==> src/rtl/multicycle_control.sv <==
// Moore FSM sequencing a multicycle MIPS datapath (fetch/decode/execute/memory/writeback).
// Define MULTICYCLE_JAL_JR_EN to add the JAL and JR states (codes 13 and 14).
module multicycle_control (
   input  logic       clk,
   input  logic       reset,
   input  logic [5:0] OP,
   input  logic [5:0] Funct,
   input  logic       MemReady,
   output logic       IorD,
   output logic       IRWrite,
   output logic       PCWrite,
   output logic       MemWrite,
   output logic       RegWrite,
   output logic       Branch,
   output logic       ULASrcA,
   output logic [1:0] ULASrcB,
   output logic [2:0] ULAControl,
   output logic [1:0] PCSrc,
   output logic [1:0] RegDst,
   output logic [1:0] MemtoReg,
   output logic       Illegal,
   output logic [3:0] State
);

   localparam logic [5:0] OP_R    = 6'b000000;
   localparam logic [5:0] OP_ADDI = 6'b001000;
   localparam logic [5:0] OP_LW   = 6'b100011;
   localparam logic [5:0] OP_SW   = 6'b101011;
   localparam logic [5:0] OP_BEQ  = 6'b000100;
   localparam logic [5:0] OP_J    = 6'b000010;
`ifdef MULTICYCLE_JAL_JR_EN
   localparam logic [5:0] OP_JAL  = 6'b000011;
   localparam logic [5:0] FN_JR   = 6'b001000;
`endif

   typedef enum logic [3:0] {
      S_FETCH   = 4'd0,
      S_DECODE  = 4'd1,
      S_MEMADR  = 4'd2,
      S_MEMRD   = 4'd3,
      S_MEMWB   = 4'd4,
      S_MEMWR   = 4'd5,
      S_EXEC    = 4'd6,
      S_ALUWB   = 4'd7,
      S_BRANCH  = 4'd8,
      S_ADDIEX  = 4'd9,
      S_ADDIWB  = 4'd10,
      S_JUMP    = 4'd11,
`ifdef MULTICYCLE_JAL_JR_EN
      S_JAL     = 4'd13,
      S_JR      = 4'd14,
`endif
      S_ILLEGAL = 4'd12
   } state_t;

   state_t     r_state;
   state_t     w_next;
   logic       w_funct_ok;
   logic [2:0] w_funct_alu;

   always_comb begin
      w_funct_ok  = 1'b1;
      w_funct_alu = 3'b010;
      case (Funct)
         6'b100000: w_funct_alu = 3'b010;
         6'b100010: w_funct_alu = 3'b110;
         6'b100100: w_funct_alu = 3'b000;
         6'b100101: w_funct_alu = 3'b001;
         6'b100111: w_funct_alu = 3'b011;
         6'b101010: w_funct_alu = 3'b111;
         default:   w_funct_ok  = 1'b0;
      endcase
   end

   always_ff @(posedge clk) begin
      if (reset) r_state <= S_FETCH;
      else       r_state <= w_next;
   end

   always_comb begin
      w_next = S_FETCH;
      case (r_state)
         S_FETCH:  w_next = MemReady ? S_DECODE : S_FETCH;
         S_DECODE: begin
            case (OP)
               OP_LW, OP_SW: w_next = S_MEMADR;
`ifdef MULTICYCLE_JAL_JR_EN
               OP_R:         w_next = (Funct == FN_JR) ? S_JR : S_EXEC;
               OP_JAL:       w_next = S_JAL;
`else
               OP_R:         w_next = S_EXEC;
`endif
               OP_BEQ:       w_next = S_BRANCH;
               OP_ADDI:      w_next = S_ADDIEX;
               OP_J:         w_next = S_JUMP;
               default:      w_next = S_ILLEGAL;
            endcase
         end
         S_MEMADR: w_next = (OP == OP_SW) ? S_MEMWR : S_MEMRD;
         S_MEMRD:  w_next = MemReady ? S_MEMWB : S_MEMRD;
         S_MEMWR:  w_next = MemReady ? S_FETCH : S_MEMWR;
         S_EXEC:   w_next = w_funct_ok ? S_ALUWB : S_ILLEGAL;
         S_ADDIEX: w_next = S_ADDIWB;
         default:  w_next = S_FETCH;
      endcase
   end

   always_comb begin
      IorD       = 1'b0;
      IRWrite    = 1'b0;
      PCWrite    = 1'b0;
      MemWrite   = 1'b0;
      RegWrite   = 1'b0;
      Branch     = 1'b0;
      ULASrcA    = 1'b0;
      ULASrcB    = 2'b00;
      ULAControl = 3'b000;
      PCSrc      = 2'b00;
      RegDst     = 2'b00;
      MemtoReg   = 2'b00;
      Illegal    = 1'b0;
      State      = r_state;
      case (r_state)
         S_FETCH: begin
            ULASrcB    = 2'b01;
            ULAControl = 3'b010;
            IRWrite    = MemReady;
            PCWrite    = MemReady;
         end
         S_DECODE: begin
            ULASrcB    = 2'b11;
            ULAControl = 3'b010;
         end
         S_MEMADR, S_ADDIEX: begin
            ULASrcA    = 1'b1;
            ULASrcB    = 2'b10;
            ULAControl = 3'b010;
         end
         S_MEMRD: IorD = 1'b1;
         S_MEMWB: begin
            RegWrite = 1'b1;
            MemtoReg = 2'b01;
         end
         S_MEMWR: begin
            IorD     = 1'b1;
            MemWrite = 1'b1;
         end
         S_EXEC: begin
            ULASrcA    = 1'b1;
            ULAControl = w_funct_alu;
         end
         S_ALUWB: begin
            RegWrite = 1'b1;
            RegDst   = 2'b01;
         end
         S_BRANCH: begin
            ULASrcA    = 1'b1;
            ULAControl = 3'b110;
            Branch     = 1'b1;
            PCSrc      = 2'b01;
         end
         S_ADDIWB: RegWrite = 1'b1;
         S_JUMP: begin
            PCSrc   = 2'b10;
            PCWrite = 1'b1;
         end
         S_ILLEGAL: Illegal = 1'b1;
`ifdef MULTICYCLE_JAL_JR_EN
         S_JAL: begin
            RegWrite = 1'b1;
            RegDst   = 2'b10;
            MemtoReg = 2'b10;
            PCSrc    = 2'b10;
            PCWrite  = 1'b1;
         end
         S_JR: begin
            PCSrc   = 2'b11;
            PCWrite = 1'b1;
         end
`endif
         default: ;
      endcase
      // Reset masks the registered state so enables drop in the same cycle it is raised.
      if (reset) begin
         IorD       = 1'b0;
         IRWrite    = 1'b0;
         PCWrite    = 1'b0;
         MemWrite   = 1'b0;
         RegWrite   = 1'b0;
         Branch     = 1'b0;
         ULASrcA    = 1'b0;
         ULASrcB    = 2'b01;
         ULAControl = 3'b010;
         PCSrc      = 2'b00;
         RegDst     = 2'b00;
         MemtoReg   = 2'b00;
         Illegal    = 1'b0;
         State      = 4'd0;
      end
   end

endmodule

==> config.mk <==
export PLATFORM = sky130hd
export DESIGN_NAME = multicycle_control
export DESIGN_NICKNAME = d
export VERILOG_FILES = /design/src/rtl/multicycle_control.sv
export SDC_FILE = /design/constraint.sdc
export NUM_CORES = 1
export LEC_CHECK = 0
export ABC_AREA = 1
export CAP_MARGIN = 20
export CELL_PAD_IN_SITES_DETAIL_PLACEMENT = 1
export CELL_PAD_IN_SITES_GLOBAL_PLACEMENT = 1
export CORE_MARGIN = 5
export CORE_UTILIZATION = 24
export CTS_BUF_LIST = sky130_fd_sc_hd__clkbuf_4
export CTS_CLUSTER_DIAMETER = 200
export DETAILED_ROUTE_END_ITERATION = 8
export PLACE_DENSITY_LB_ADDON = 0.08
export SETUP_SLACK_MARGIN = 0.4
export SLEW_MARGIN = 25
export SYNTH_ARGS = -nofsm -noshare
export SYNTH_HDL_FRONTEND = slang
export SYNTH_SLANG_ARGS = --single-unit
==> constraint.sdc <==
create_clock -name clk -period 1.34 [get_ports clk]
set_input_delay 0.268 -clock clk [delete_from_list [all_inputs] [get_ports clk]]
set_output_delay 0.268 -clock clk [all_outputs]
set_load 0.05 [all_outputs]
==> results.sh, run 1 <==
export IMPL_status="stopped before the end"
export IMPL_haltStage="clock tree synthesis (4_1_cts)"
export IMPL_first_error="[ERROR DPL-0033] detailed placement checks failed during check placement."
export IMPL_syn_area_per_cell_um2=5.06
export IMPL_hpwl_um=2920
export IMPL_cts_repair_resized=93
export IMPL_ctsHoldBuffers=0
export IMPL_die_w_um=63.4
export IMPL_cts_buffers=3
export IMPL_yosys_warnings=0
export IMPL_post_cts_setup_buffers=14
export IMPL_htree_levels=1
export IMPL_io_buffers=35
export IMPL_ys_seq_area_share_pct=11.7
export IMPL_clock_path_buffers=2
export IMPL_die_height_um=63.4
export IMPL_synthDistinctLibCells=23
export IMPL_finalWeightedCongestion=0.842
export IMPL_ys_ff_latch=4
export IMPL_clock_sinks=4
export IMPL_syn_area_um2=683
export IMPL_synthCells=135
export IMPL_io_pins=38
export IMPL_placedCellCount=231
export IMPL_num_rows=19
export IMPL_initial_core_util_pct=25.0
export IMPL_root_buffer="clkbuf_4"
==> through the flow <==
| stage | area (um2) | setup WS [ns] | util, % |
|---|---|---|---|
| floorplan | 863 | -0.808 | - |
| global placement | 1620 | -0.476 | 59.3 |
| detailed placement | 1620 | -0.547 | 59.3 |
==> Yosys cell counts <==
cell | count | area (um2)
a21oi_1 | 6 | 30.0
a21oi_2 | 1 | 8.76
buf_4 | 3 | 22.5
clkbuf_1 | 2 | 7.51
clkinv_1 | 1 | 3.75
conb_1 | 1 | 3.75
dfxtp_1 | 4 | 80.1
inv_1 | 19 | 71.3
inv_2 | 5 | 18.8
nand2_1 | 22 | 82.6
nand2_2 | 3 | 18.8
nand2_4 | 1 | 11.3
nand3_1 | 14 | 70.1
nand3b_1 | 3 | 22.5
nand4_1 | 2 | 12.5
nor2_1 | 35 | 131
nor2_2 | 3 | 18.8
nor2_4 | 2 | 22.5
nor3_1 | 3 | 15.0
nor4_1 | 1 | 6.26
o211ai_1 | 1 | 7.51
o21ai_0 | 1 | 5.00
o22ai_1 | 2 | 12.5
==> logic make-up after synthesis <==
| logic type | after synthesis | share of synthesized area, % |
|---|---|---|
| flops | 4 | 11.7 |
| compound gates | 11 | 9.34 |
| other cells | 1 | 0.549 |
| buf+inv | 30 | 18.1 |
| simple gates | 89 | 60.3 |
==> run 2, diff against run 1 <==
==> config.mk (replaced) <==
export PLATFORM = sky130hd
export DESIGN_NAME = multicycle_control
export DESIGN_NICKNAME = d
export VERILOG_FILES = /design/src/rtl/multicycle_control.sv
export SDC_FILE = /design/constraint.sdc
export NUM_CORES = 1
export LEC_CHECK = 0
export ABC_AREA = 1
export CAP_MARGIN = 20
export CORE_AREA = 5 5 66 68
export DETAILED_ROUTE_END_ITERATION = 8
export DIE_AREA = 0 0 71 73
export PLACE_DENSITY_LB_ADDON = 0.15
export SLEW_MARGIN = 25
export SYNTH_ARGS = -nofsm -noshare
export SYNTH_HDL_FRONTEND = slang
export SYNTH_SLANG_ARGS = --single-unit
==> results.sh, run 2 <==
export IMPL_pwr_share_clk_pct=23.7
export IMPL_synth_edf_count=0
export IMPL_drive_gt1_share_pct=64.7
export IMPL_synthCells=135
export IMPL_clock_latency_ns=0.22
export IMPL_drt_wl_total_um=2880
export IMPL_layout_cells_non_filler=268
export IMPL_grt_pass1_wl_um=5040
export IMPL_arrival_ns=1.41
export IMPL_fmax_mhz=597
export IMPL_cp_start_kind="register"
export IMPL_cts_reportedPaths_clkPinSlew_ns=0.03
export IMPL_setup_slack_ns=-0.335
export IMPL_final_cell_mix="buf_4, buf_12, nand2_1"
export IMPL_cts_tree="built"
export IMPL_hpwl_um=2330
export IMPL_grt_total_usage_pct=11.7
export IMPL_ant_nets=0
export IMPL_area_growth_pct=201
export IMPL_antennaDiodeCount=0
export IMPL_die_w_um=71
export IMPL_io_buffers=35
export IMPL_synth_top_cell_by_area="nor2_1"
export IMPL_worstHoldStart="OP[5]"
export IMPL_synthDistinctLibCells=23
export IMPL_yosys_warnings=0
export IMPL_critPathCaptureType="output port"
export IMPL_yosys_cell_count_top_type="nor2_1"
export IMPL_internal_power_mw=0.681
export IMPL_synth_common_cells="nor2_1, nand2_1, inv_1"
export IMPL_grt_pass1_vias=1171
export IMPL_ctsHoldBuffers=0
export IMPL_avgRoutedWirePerCell_um=10.7
export IMPL_period_share_pct=125
export IMPL_reg_top3="r_state: 4 flops"
export IMPL_io_pins=38
export IMPL_worstPathMaxFanout=5
export IMPL_die_height_um=73
export IMPL_drv_slew=0
export IMPL_cts_buffers=3
export IMPL_avgViaCountPerCell=4.20
export IMPL_clock_sinks=4
export IMPL_drtIter0Drc=9
export IMPL_vias=1126
export IMPL_largest_reg_flops=4
export IMPL_crit_path_start="r_state[0]"
export IMPL_status="complete, but fails checks"
export IMPL_htree_levels=1
export IMPL_finalWeightedCongestion=0.813
export IMPL_async_reset_ff_share_pct=0
export IMPL_cap_violations=0
export IMPL_ys_ff_latch=4
export IMPL_holdPathStages=5
export IMPL_finalSetupViolCount=19
export IMPL_clock_skew_ns=0.00210
export IMPL_num_rows=23
export IMPL_path_class="reg -> out"
export IMPL_rrSetupSlack_ns=-0.06
export IMPL_netlist_top_cells_area="nor2_1, nand2_1, dfxtp_1"
export IMPL_r2r_cells=10
export IMPL_grt_max_degree=8
export IMPL_num_nets_final=234
export IMPL_placedCellCount=254
export IMPL_power_density_mw_per_mm2=556
export IMPL_hold_end="r_state[2]"
export IMPL_gr_total_overflow=0
export IMPL_root_buffer="clkbuf_8"
export IMPL_core_mm2=0.00380
export IMPL_peakVddDrop_v=0.000632
export IMPL_ys_flop_type="dfxtp_1"
export IMPL_dieArea_mm2=0.00518
export IMPL_ys_seq_area_share_pct=11.7
export IMPL_syn_area_um2=683
export IMPL_synth_top_area_share_pct=19.2
export IMPL_violations="setup timing"
export IMPL_r2r_end="r_state[1]"
export IMPL_dr_pass1_iters=3
export IMPL_holdCritPathClass="in -> reg"
export IMPL_cp_required_ns=1.07
export IMPL_clock_path_buffers=2
export IMPL_r2r_start="r_state[0]"
export IMPL_fin_util_pct=54.1
export IMPL_period_needed_ns=1.67
export IMPL_antenna_found_initial=0
export IMPL_p_leak_nw=0.960
export IMPL_hold_viol_final=0
export IMPL_power_frac_comb_pct=63.8
export IMPL_drc_errors=0
export IMPL_rsz0062_at_grt="true"
export IMPL_p_sw_mw=0.461
export IMPL_regMostFlops="r_state"
export IMPL_seq_power_share_pct=12.5
export IMPL_mostFrequentLayoutCell="buf_4"
export IMPL_switching_share_pct=40.3
export IMPL_initial_core_util_pct=18.0
export IMPL_syn_area_per_cell_um2=5.06
[run 2: cell counts after synthesis]
Identical to the previous run, type by type.
[run 2: logic make-up (layout without fill, tap and decap cells)]
kind of cell / count (synthesis) / after routing / synth area share, %
AOI/OAI and AO/OA: 11 / 11 / 9.34
buffers and inverters: 30 / 112 / 18.1
DFF: 4 / 4 / 11.7
other: 1 / 2 / 0.549
and+or+nand+nor: 89 / 89 / 60.3
[run 2: worst max-delay path by stage]
stage	end	depth (start not counted)
after global placement	ULAControl[1]	7
after global routing	ULAControl[1]	6
after floorplan	ULAControl[1]	4
after detailed placement	ULAControl[0]	7
after CTS	ULAControl[1]	6
final	ULAControl[1]	6
[run 2: power groups by stage]
stage          registers [mW]  clock network, mW  logic [mW]
2_1_floorplan           0.142                  0       0.298
3_3_place_gp            0.141                  0       0.599
3_5_place_dp            0.142                  0       0.605
4_1_cts                 0.143              0.278       0.709
5_1_grt                 0.145              0.291       0.773
6_report                0.143              0.271       0.728
[run 2: cell type report]
class	instances	area [um2]
fillers	363	1750
repair buffers	83	978
multi-input cells	102	778
inverters	25	98.8
flip-flops and latches	4	90.1
well taps	50	62.6
clock buffers	4	45.0
[run 2: routing by layer]
| metal | routed length [um] | GRT usage, % |
|---|---|---|
| met5 | 0 | 0 |
| met4 | 17 | 2.51 |
| met3 | 153 | 2.20 |
| met2 | 1660 | 23.6 |
| met1 | 1050 | 12.3 |
[run 2: worst max-delay path, cell delays in order, from the launching register on]
cell and delay, ns:
dfxtp_4 0.35, buf_12 0.13, nor2_4 0.10, inv_4 0.07, o211ai_1 0.20, nand3b_1 0.19
buf_12 0.15
[run 2: per-stage QoR]
| step | setup slack (ns) | hold slack [ns] | setup TNS (ns) | area [um2] | power (mW) |
|---|---|---|---|---|---|
| 6_report | -0.335 | 0.595 | -4.63 | 2050 | 1.14 |
| 5_1_grt | -0.413 | 0.663 | -6.15 | 2050 | 1.21 |
| 4_1_cts | -0.355 | 0.770 | -4.70 | 1980 | 1.13 |
| 3_5_place_dp | -0.492 | 0.820 | -8.05 | 1660 | 0.747 |
| 3_3_place_gp | -0.439 | 0.822 | -7.54 | 1660 | 0.741 |
| 2_1_floorplan | -0.809 | 0.528 | -5.92 | 800 | 0.440 |
[run 2: repair_timing]
action                                  4_1_cts  5_1_grt
setup buffers                                 9        3
pin swaps                                    20        4
endpoints found under the setup margin       25       24
resized for setup                            68       20
Note: power is estimated with default switching activity, not from simulation.
